[src/rtl/fifo_arb_pkg.sv]
// Shared types and limits for the FIFO write arbiter.
package fifo_arb_pkg;
  typedef enum logic {
    IDLE  = 1'b0,
    GRANT = 1'b1
  } arb_state_e;

  localparam int ARB_MAX_N = 16;
  localparam int BEAT_W    = 8;
endpackage

[src/rtl/fifo_wr_arbiter_rr_pick.sv]
// Round-robin selector: first set request scanning upward from last+1, modulo N.
module rr_pick #(
  parameter int N     = 4,
  parameter int IDX_W = 2
) (
  input  logic [N-1:0]     req,
  input  logic [IDX_W-1:0] last,
  output logic [N-1:0]     winner,
  output logic [IDX_W-1:0] winner_idx,
  output logic             valid
);
  logic [IDX_W-1:0] cand;

  always_comb begin
    winner     = '0;
    winner_idx = '0;
    valid      = 1'b0;
    cand       = '0;
    for (int k = 1; k <= N; k++) begin
      cand = IDX_W'((int'(last) + k) % N);
      if (!valid && req[cand]) begin
        valid        = 1'b1;
        winner[cand] = 1'b1;
        winner_idx   = cand;
      end
    end
  end
endmodule

[src/rtl/fifo_wr_arbiter.sv]
// Round-robin burst arbiter for the FIFO write port.
// Define FIFO_ARB_STATS_EN to add per-requester accepted-word counters (wr_count).
module fifo_wr_arbiter
  import fifo_arb_pkg::*;
#(
  parameter int N     = 4,
  parameter int WIDTH = 8,
  parameter int BURST = 4,
  parameter int CNT_W = 16
) (
  input  logic               clk,
  input  logic               rst_n,
  input  logic [N-1:0]       req,
  input  logic [N*WIDTH-1:0] data,
  output logic [N-1:0]       ack,
  output logic [N-1:0]       grant,
  output logic               busy,
  input  logic               fifo_full,
  output logic               fifo_write,
  output logic [WIDTH-1:0]   fifo_data
`ifdef FIFO_ARB_STATS_EN
  ,
  output logic [N*CNT_W-1:0] wr_count
`endif
);
  localparam int IDX_W = $clog2(N);
  localparam logic [BEAT_W-1:0] BURST_B  = BEAT_W'(BURST);
  localparam logic [BEAT_W-1:0] BURST_M1 = BEAT_W'(BURST - 1);

  if (N < 2 || N > ARB_MAX_N || CNT_W < 1) begin : g_bad_param
    logic param_error_flag;
    assign param_error_flag = 1'b1;
  end

  arb_state_e        state_reg, state_next;
  logic [N-1:0]      grant_reg, grant_next;
  logic [IDX_W-1:0]  last_reg, last_next;
  logic [BEAT_W-1:0] beat_cnt_reg, beat_cnt_next;

  logic [N-1:0]      pick_onehot;
  logic [IDX_W-1:0]  pick_idx;
  logic              pick_valid;
  logic              owner_req;
  logic [WIDTH-1:0]  masked_data [N];

  rr_pick #(.N(N), .IDX_W(IDX_W)) u_rr_pick (
    .req        (req),
    .last       (last_reg),
    .winner     (pick_onehot),
    .winner_idx (pick_idx),
    .valid      (pick_valid)
  );

  // One-hot grant lets the data mux be a plain AND-OR with no owner index.
  for (genvar gi = 0; gi < N; gi++) begin : g_mask
    assign masked_data[gi] = data[gi*WIDTH +: WIDTH] & {WIDTH{grant_reg[gi]}};
  end

  assign owner_req = |(req & grant_reg);
  assign grant     = grant_reg;
  assign busy      = (state_reg == GRANT);

  always_ff @(posedge clk or negedge rst_n) begin
    if (!rst_n) begin
      state_reg    <= IDLE;
      grant_reg    <= '0;
      last_reg     <= IDX_W'(N - 1);
      beat_cnt_reg <= '0;
    end else begin
      state_reg    <= state_next;
      grant_reg    <= grant_next;
      last_reg     <= last_next;
      beat_cnt_reg <= beat_cnt_next;
    end
  end

  always_comb begin
    state_next    = state_reg;
    grant_next    = grant_reg;
    last_next     = last_reg;
    beat_cnt_next = beat_cnt_reg;
    case (state_reg)
      IDLE: begin
        if (pick_valid) begin
          state_next    = GRANT;
          grant_next    = pick_onehot;
          last_next     = pick_idx;
          beat_cnt_next = '0;
        end
      end
      GRANT: begin
        if (|ack && beat_cnt_reg < BURST_B)
          beat_cnt_next = beat_cnt_reg + 1'b1;
        if (!owner_req || (|ack && beat_cnt_reg == BURST_M1)) begin
          state_next = IDLE;
          grant_next = '0;
        end
      end
      default: begin
        state_next = IDLE;
        grant_next = '0;
      end
    endcase
  end

  always_comb begin
    ack        = '0;
    fifo_data  = '0;
    if (state_reg == GRANT) begin
      ack = grant_reg & req & {N{~fifo_full}};
      for (int i = 0; i < N; i++)
        fifo_data = fifo_data | masked_data[i];
    end
    fifo_write = |ack;
  end

`ifdef FIFO_ARB_STATS_EN
  for (genvar gi = 0; gi < N; gi++) begin : g_stats
    logic [CNT_W-1:0] cnt_reg;
    always_ff @(posedge clk or negedge rst_n) begin
      if (!rst_n)
        cnt_reg <= '0;
      else if (ack[gi])
        cnt_reg <= cnt_reg + CNT_W'(1);
    end
    assign wr_count[gi*CNT_W +: CNT_W] = cnt_reg;
  end
`endif
endmodule

[config.mk]
export PLATFORM = sky130hd
export DESIGN_NAME = fifo_wr_arbiter
export DESIGN_NICKNAME = d
export VERILOG_FILES = /design/src/rtl/fifo_arb_pkg.sv /design/src/rtl/fifo_wr_arbiter_rr_pick.sv /design/src/rtl/fifo_wr_arbiter.sv
export SDC_FILE = /design/constraint.sdc
export NUM_CORES = 1
export LEC_CHECK = 0
export BUFFER_PORTS_ARGS = -buffer_cell sky130_fd_sc_hd__buf_2
export CORE_MARGIN = 8
export CORE_UTILIZATION = 49
export DETAILED_ROUTE_END_ITERATION = 10
export GPL_TIMING_DRIVEN = 1
export HOLD_SLACK_MARGIN = 0.12
export PLACE_DENSITY = 0.83
export SLEW_MARGIN = 25
export SYNTH_ARGS = -nofsm -noshare
export SYNTH_HDL_FRONTEND = slang
export SYNTH_HIERARCHICAL = 1
export SYNTH_SLANG_ARGS = --single-unit
[constraint.sdc]
create_clock -name clk -period 2.8 [get_ports clk]
set_input_delay 0.42 -clock clk [delete_from_list [all_inputs] [get_ports clk]]
set_output_delay 0.42 -clock clk [all_outputs]
set_load 0.05 [all_outputs]
# == Word-level counts from Yosys, hierarchy flattened ==
# Cells that the tools add are included.
# classes
add_sub_neg,5
n_lt_le_gt_ge,9
eq_ne,4
n_mux,39
n_bitwise,14
n_reduce_logical,19
# op_table
cell,n
$and A8 B8 Y8,4
$mux W4,7
$mux W8,3
$or A8 B8 Y8,3
$pmux W8 S2,1
$mux W1,14
$lt A2 B3 Y1 const B,4
$or A4 B4 Y4,3
$logic_and A1 B1 Y1,9
$add A8 B1 Y8 const B,1
$and A4 B4 Y4,2
$bmux W1 S2,4
$demux W1 S2,4
$eq A8 B2 Y1 const B,1
$ge A2 B1 Y1 const B,4
$lt A8 B3 Y1 const B,1
$mux W2,4
$pmux W4 S2,1
$reduce_or A4 Y1,2
$reduce_and A2 Y1,3
$add A2 B1 Y2 const B,2
$add A2 B2 Y2 const B,2
$logic_not A1 Y1,4
$ne A2 B1 Y1 const B,2
other kinds (4),5
# totals
ff_bits,15

# == Depth between registers and ports, before layout ==
# depth
ltp_word,15
ltp_mapped,10

# == Hierarchy ==
# Netlist, hierarchy kept.
# by_module_without_submodules
mod,instances,cells_per_inst,area_each_um2,seq_area_each_um2
fifo_wr_arbiter,1,95,935.9,377.9
rr_pick,1,68,525.5,0.0

# == Worst setup path after synthesis ==
# Ideal clock, no wire load.
# synth_path
kind,reg-to-output
start,"register grant_reg[0], in the netlist grant[0]"
end,output port fifo_data[0]
t_arrival_ps,2149
path_slack_ps,231
stages_incl_launch_ff,4
path_cell_list,dfrtp_1 > buf_2 > a22oi_1 > a21boi_0
# synth_between
elab_chain_len,5
# synth_rtl
element,line,rtl
start: declaration,fifo_wr_arbiter.sv:36,"logic [N-1:0] grant_reg, grant_next;"
start signal: assignment,fifo_wr_arbiter.sv:71,grant_reg <= grant_next;
$and A8 B8 Y8,fifo_wr_arbiter.sv:56,assign masked_data[gi] = data[gi*WIDTH +: WIDTH] & {WIDTH{grant_reg[gi]}};
$or A8 B8 Y8 (3 in series),fifo_wr_arbiter.sv:112,fifo_data = fifo_data | masked_data[i];
$mux W8,fifo_wr_arbiter.sv:109,if (state_reg == GRANT) begin
end: declaration,fifo_wr_arbiter.sv:20,output logic [WIDTH-1:0] fifo_data
# Every way passes these cells.

# == Worst setup path after layout ==
# layout_path
start,register last_reg[1]
end,"register grant_reg[1], in the netlist grant[1]"
# layout_between
elab_chain_len,15
word_cells_on_any_way,53
classes_between,add/sub (4); order compare (8); eq/ne (1); mux (26); bitwise (3); reduce/logical (11)
# layout_rtl
element,line,rtl
start: declaration,fifo_wr_arbiter.sv:37,"logic [IDX_W-1:0] last_reg, last_next;"
start signal: assignment,fifo_wr_arbiter.sv:67,last_reg <= IDX_W'(N - 1);
start signal: assignment,fifo_wr_arbiter.sv:72,last_reg <= last_next;
branches (longest 12 deep; another with $lt A2 B3 Y1),-,
$mux W4 (*),fifo_wr_arbiter_rr_pick.sv:21,if (!valid && req[cand]) begin
via pick_onehot[1],fifo_wr_arbiter.sv:40,logic [N-1:0] pick_onehot;
$mux W4 (*),fifo_wr_arbiter.sv:84,if (pick_valid) begin
$pmux W4 S2 (*),fifo_wr_arbiter.sv:82,case (state_reg)
# Mark *: on every way through the listed nets, which the timed path passes. The select of a mux whose other input is x is not followed.
# A chain may end at the register's enable or synchronous reset.

==> qor.txt <==
vias in the first global route -> 1367
number of routed nets with antenna violations -> 0
Tot GR Track Use -> 15.4%
DIE AREA -> 4990 sq um
DR iter-0 viols -> 81
RSZ-0062 raised after global routing -> no
Req. time, crit path -> 2.95 ns
Syn Inst Count -> 163
initial antenna violation count -> 0
Largest register FFs -> 8
Worst-Margin Slew -> 0.467 ns
most frequent cells in the layout -> buf_2 (56), nand2_1 (20), a22oi_1 (16)
most common cell after layout, fill and taps aside -> buf_2
r2r startpoint -> last_reg[1]$_DFFE_PN1P_
Fillers -> 268
clk_lat worst skew -> 0.28 ns
Hold Crit Depth -> 1
fmax -> 407 MHz
port bufs -> 56
Setup Buffers After CTS -> 0
fin crit share -> 87.7%
Pre-Repair DR Iteration Count -> 4
Distinct cells, synth -> 44
synthesized area per cell -> 8.97 sq um
Avg WL per Cell -> 16.1 um
Antenna Cells -> 0
area grow syn2layout -> 19.9%
Pwr Density -> 940 nW/um^2
register area -> 378 sq um
final std cells w/o fill -> 247
CTS resizes -> 0
row count -> 20
CTS Hold Bufs -> 1
critical path fanouts, max -> 11
Chip Height -> 70.6 um
Final Net Count -> 263
Post-Route WL -> 3.97 mm
Clock Skew -> 0.00929 ns
grt ovf -> 0
worst reg2reg path depth -> 7
crit path launch type -> register
Synth warnings -> 6
crit path DAT -> 2.60 ns
R2R setup slack -> 0.34 ns
clk slew on worst S/H paths -> 0.09 ns
design area -> 1750 sq um
Max-Cap Viols -> 0
CP endpoint kind -> register
dominant synthesized flop cell -> dfrtp_1
Hold Path Class -> register to register
Final Hold Vio Count -> 0
first-pass GRT wire length -> 6.48 mm
Post-Synthesis Cell Area -> 1460 sq um
max-slew violation count -> 0
run status -> complete, no violations
final setup fails -> 0
area occupied by multi-input gates -> 975 sq um
Post-DP Area -> 1720 sq um
Residual DRC -> 0
Die Width -> 70.6 um
sequential share of the synthesized area -> 25.9%
#FFs+latches synth -> 15
Pwr Total -> 1.65 mW
Setup TNS Final -> 0 ns
DR vias/cell -> 5.85
CTS sink count -> 15
CORE AREA -> 2950 sq um
R2R Path End -> grant[1]$_DFFE_PN0P_
CP startpoint -> last_reg[1]$_DFFE_PN1P_
min cycle time layout -> 2.46 ns
Clock Path Buffers -> 2
Post-DP HPWL -> 3.09 mm
placed instance count -> 242
GPL Wtd Cong -> 0.886
CTS Buf Count -> 3
slew margin rel. -> 68.9%
net count after synthesis -> 211
Post-synth EDFFs -> 0
largest net degree at the start of global routing -> 18
Clock Tree Root -> clkbuf_4
critical path class -> register to register
leakage dissipation -> 0.841 nW
Hold Path Origin -> beat_cnt_reg[0]$_DFFE_PN0P_
share of layout cells above drive strength 1 -> 35.5%
Hold Path End -> beat_cnt_reg[0]$_DFFE_PN0P_
Vias -> 1445
Initial Util -> 49.5%
# IOs -> 57
VDD IR max -> 0.461 mV
ys async rst share -> 100%
CTS tree -> done
H-tree depth reported by CTS -> 1
-- synth_stat cells (2+ instances only) --
master    instances  area (sq um)
a221o_1           4          40.0
nor2_1           12          45.0
buf_2             6          30.0
o21ai_0           2          10.0
nand2_1          20          75.1
a21boi_0         10          75.1
inv_1             8          30.0
nand2b_1          3          18.8
a22o_1            2          17.5
buf_6             3          33.8
o21ai_1           8          40.0
dfstp_2           2          52.6
ha_1              9           113
mux2i_1           8          80.1
a21oi_1           2          10.0
mux2_2            2          22.5
o32ai_1           4          35.0
and2_1            5          31.3
a22oi_1          16           120
dfrtp_1          13           325
-- worst max-delay path: stages (launching register included) --
cell and delay, ns:
dfstp_2 0.64, inv_1 0.16, ha_1 0.53, mux2i_4 0.40
o21ai_1 0.11, a221o_1 0.26, mux2i_1 0.13, o32ai_1 0.10
-- kinds of logic (layout without fill, tap and decap cells) --
| family | Yosys count | count (layout) | share of synthesized area (%) |
|---|---|---|---|
| mux | 12 | 12 | 10.1 |
| buf+inv | 20 | 71 | 7.45 |
| fa+ha+maj | 9 | 9 | 7.71 |
| simple gates | 49 | 49 | 17.6 |
| flops | 15 | 15 | 25.9 |
| compound gates | 58 | 58 | 31.3 |
-- worst max-delay path by stage --
stage                           endpoint  slack (ns)  cells after the start
finish              grant[1]$_DFFE_PN0P_        0.34                      7
global route        grant[2]$_DFFE_PN0P_        0.17                      7
CTS                 grant[3]$_DFFE_PN0P_        0.35                      7
detailed placement  grant[3]$_DFFE_PN0P_        0.36                      7
global placement    grant[3]$_DFFE_PN0P_        0.41                      7
floorplan                   fifo_data[0]        0.23                      3
-- layout make-up --
cell class | count | area share [%]
clock buffers | 4 | 1.50
inverters | 9 | 1.93
multi-input cells | 128 | 55.6
flip-flops and latches | 15 | 21.6
well taps | 33 | 2.36
repair buffers | 58 | 17.0
-- report_power, final --
| group | switching (mW) | total [mW] | internal, mW |
|---|---|---|---|
| Clock | 0.0633 | 0.119 | 0.0553 |
| Sequential | 0.112 | 0.385 | 0.274 |
| Combinational | 0.701 | 1.14 | 0.442 |
| Total | 0.876 | 1.65 | 0.771 |
-- metrics by stage --
stage	worst slack, ns	hold slack, ns	util, %
finish	0.344	0.497	59.3
global route	0.165	0.529	59.3
CTS	0.354	0.501	59.3
detailed placement	0.358	0.338	58.1
global placement	0.407	0.331	58.1
floorplan	0.231	0.124	-
-- metal layers --
| layer | vias up | routed length, um | GRT usage, % |
|---|---|---|---|
| li1 | 703 | - | - |
| met1 | 677 | 1740 | 17.4 |
| met2 | 59 | 1730 | 25.5 |
| met3 | 6 | 429 | 7.20 |
| met4 | 0 | 75 | 4.16 |
| met5 | - | 0 | 0 |
No activity file was read; power rests on OpenSTA's default activity.
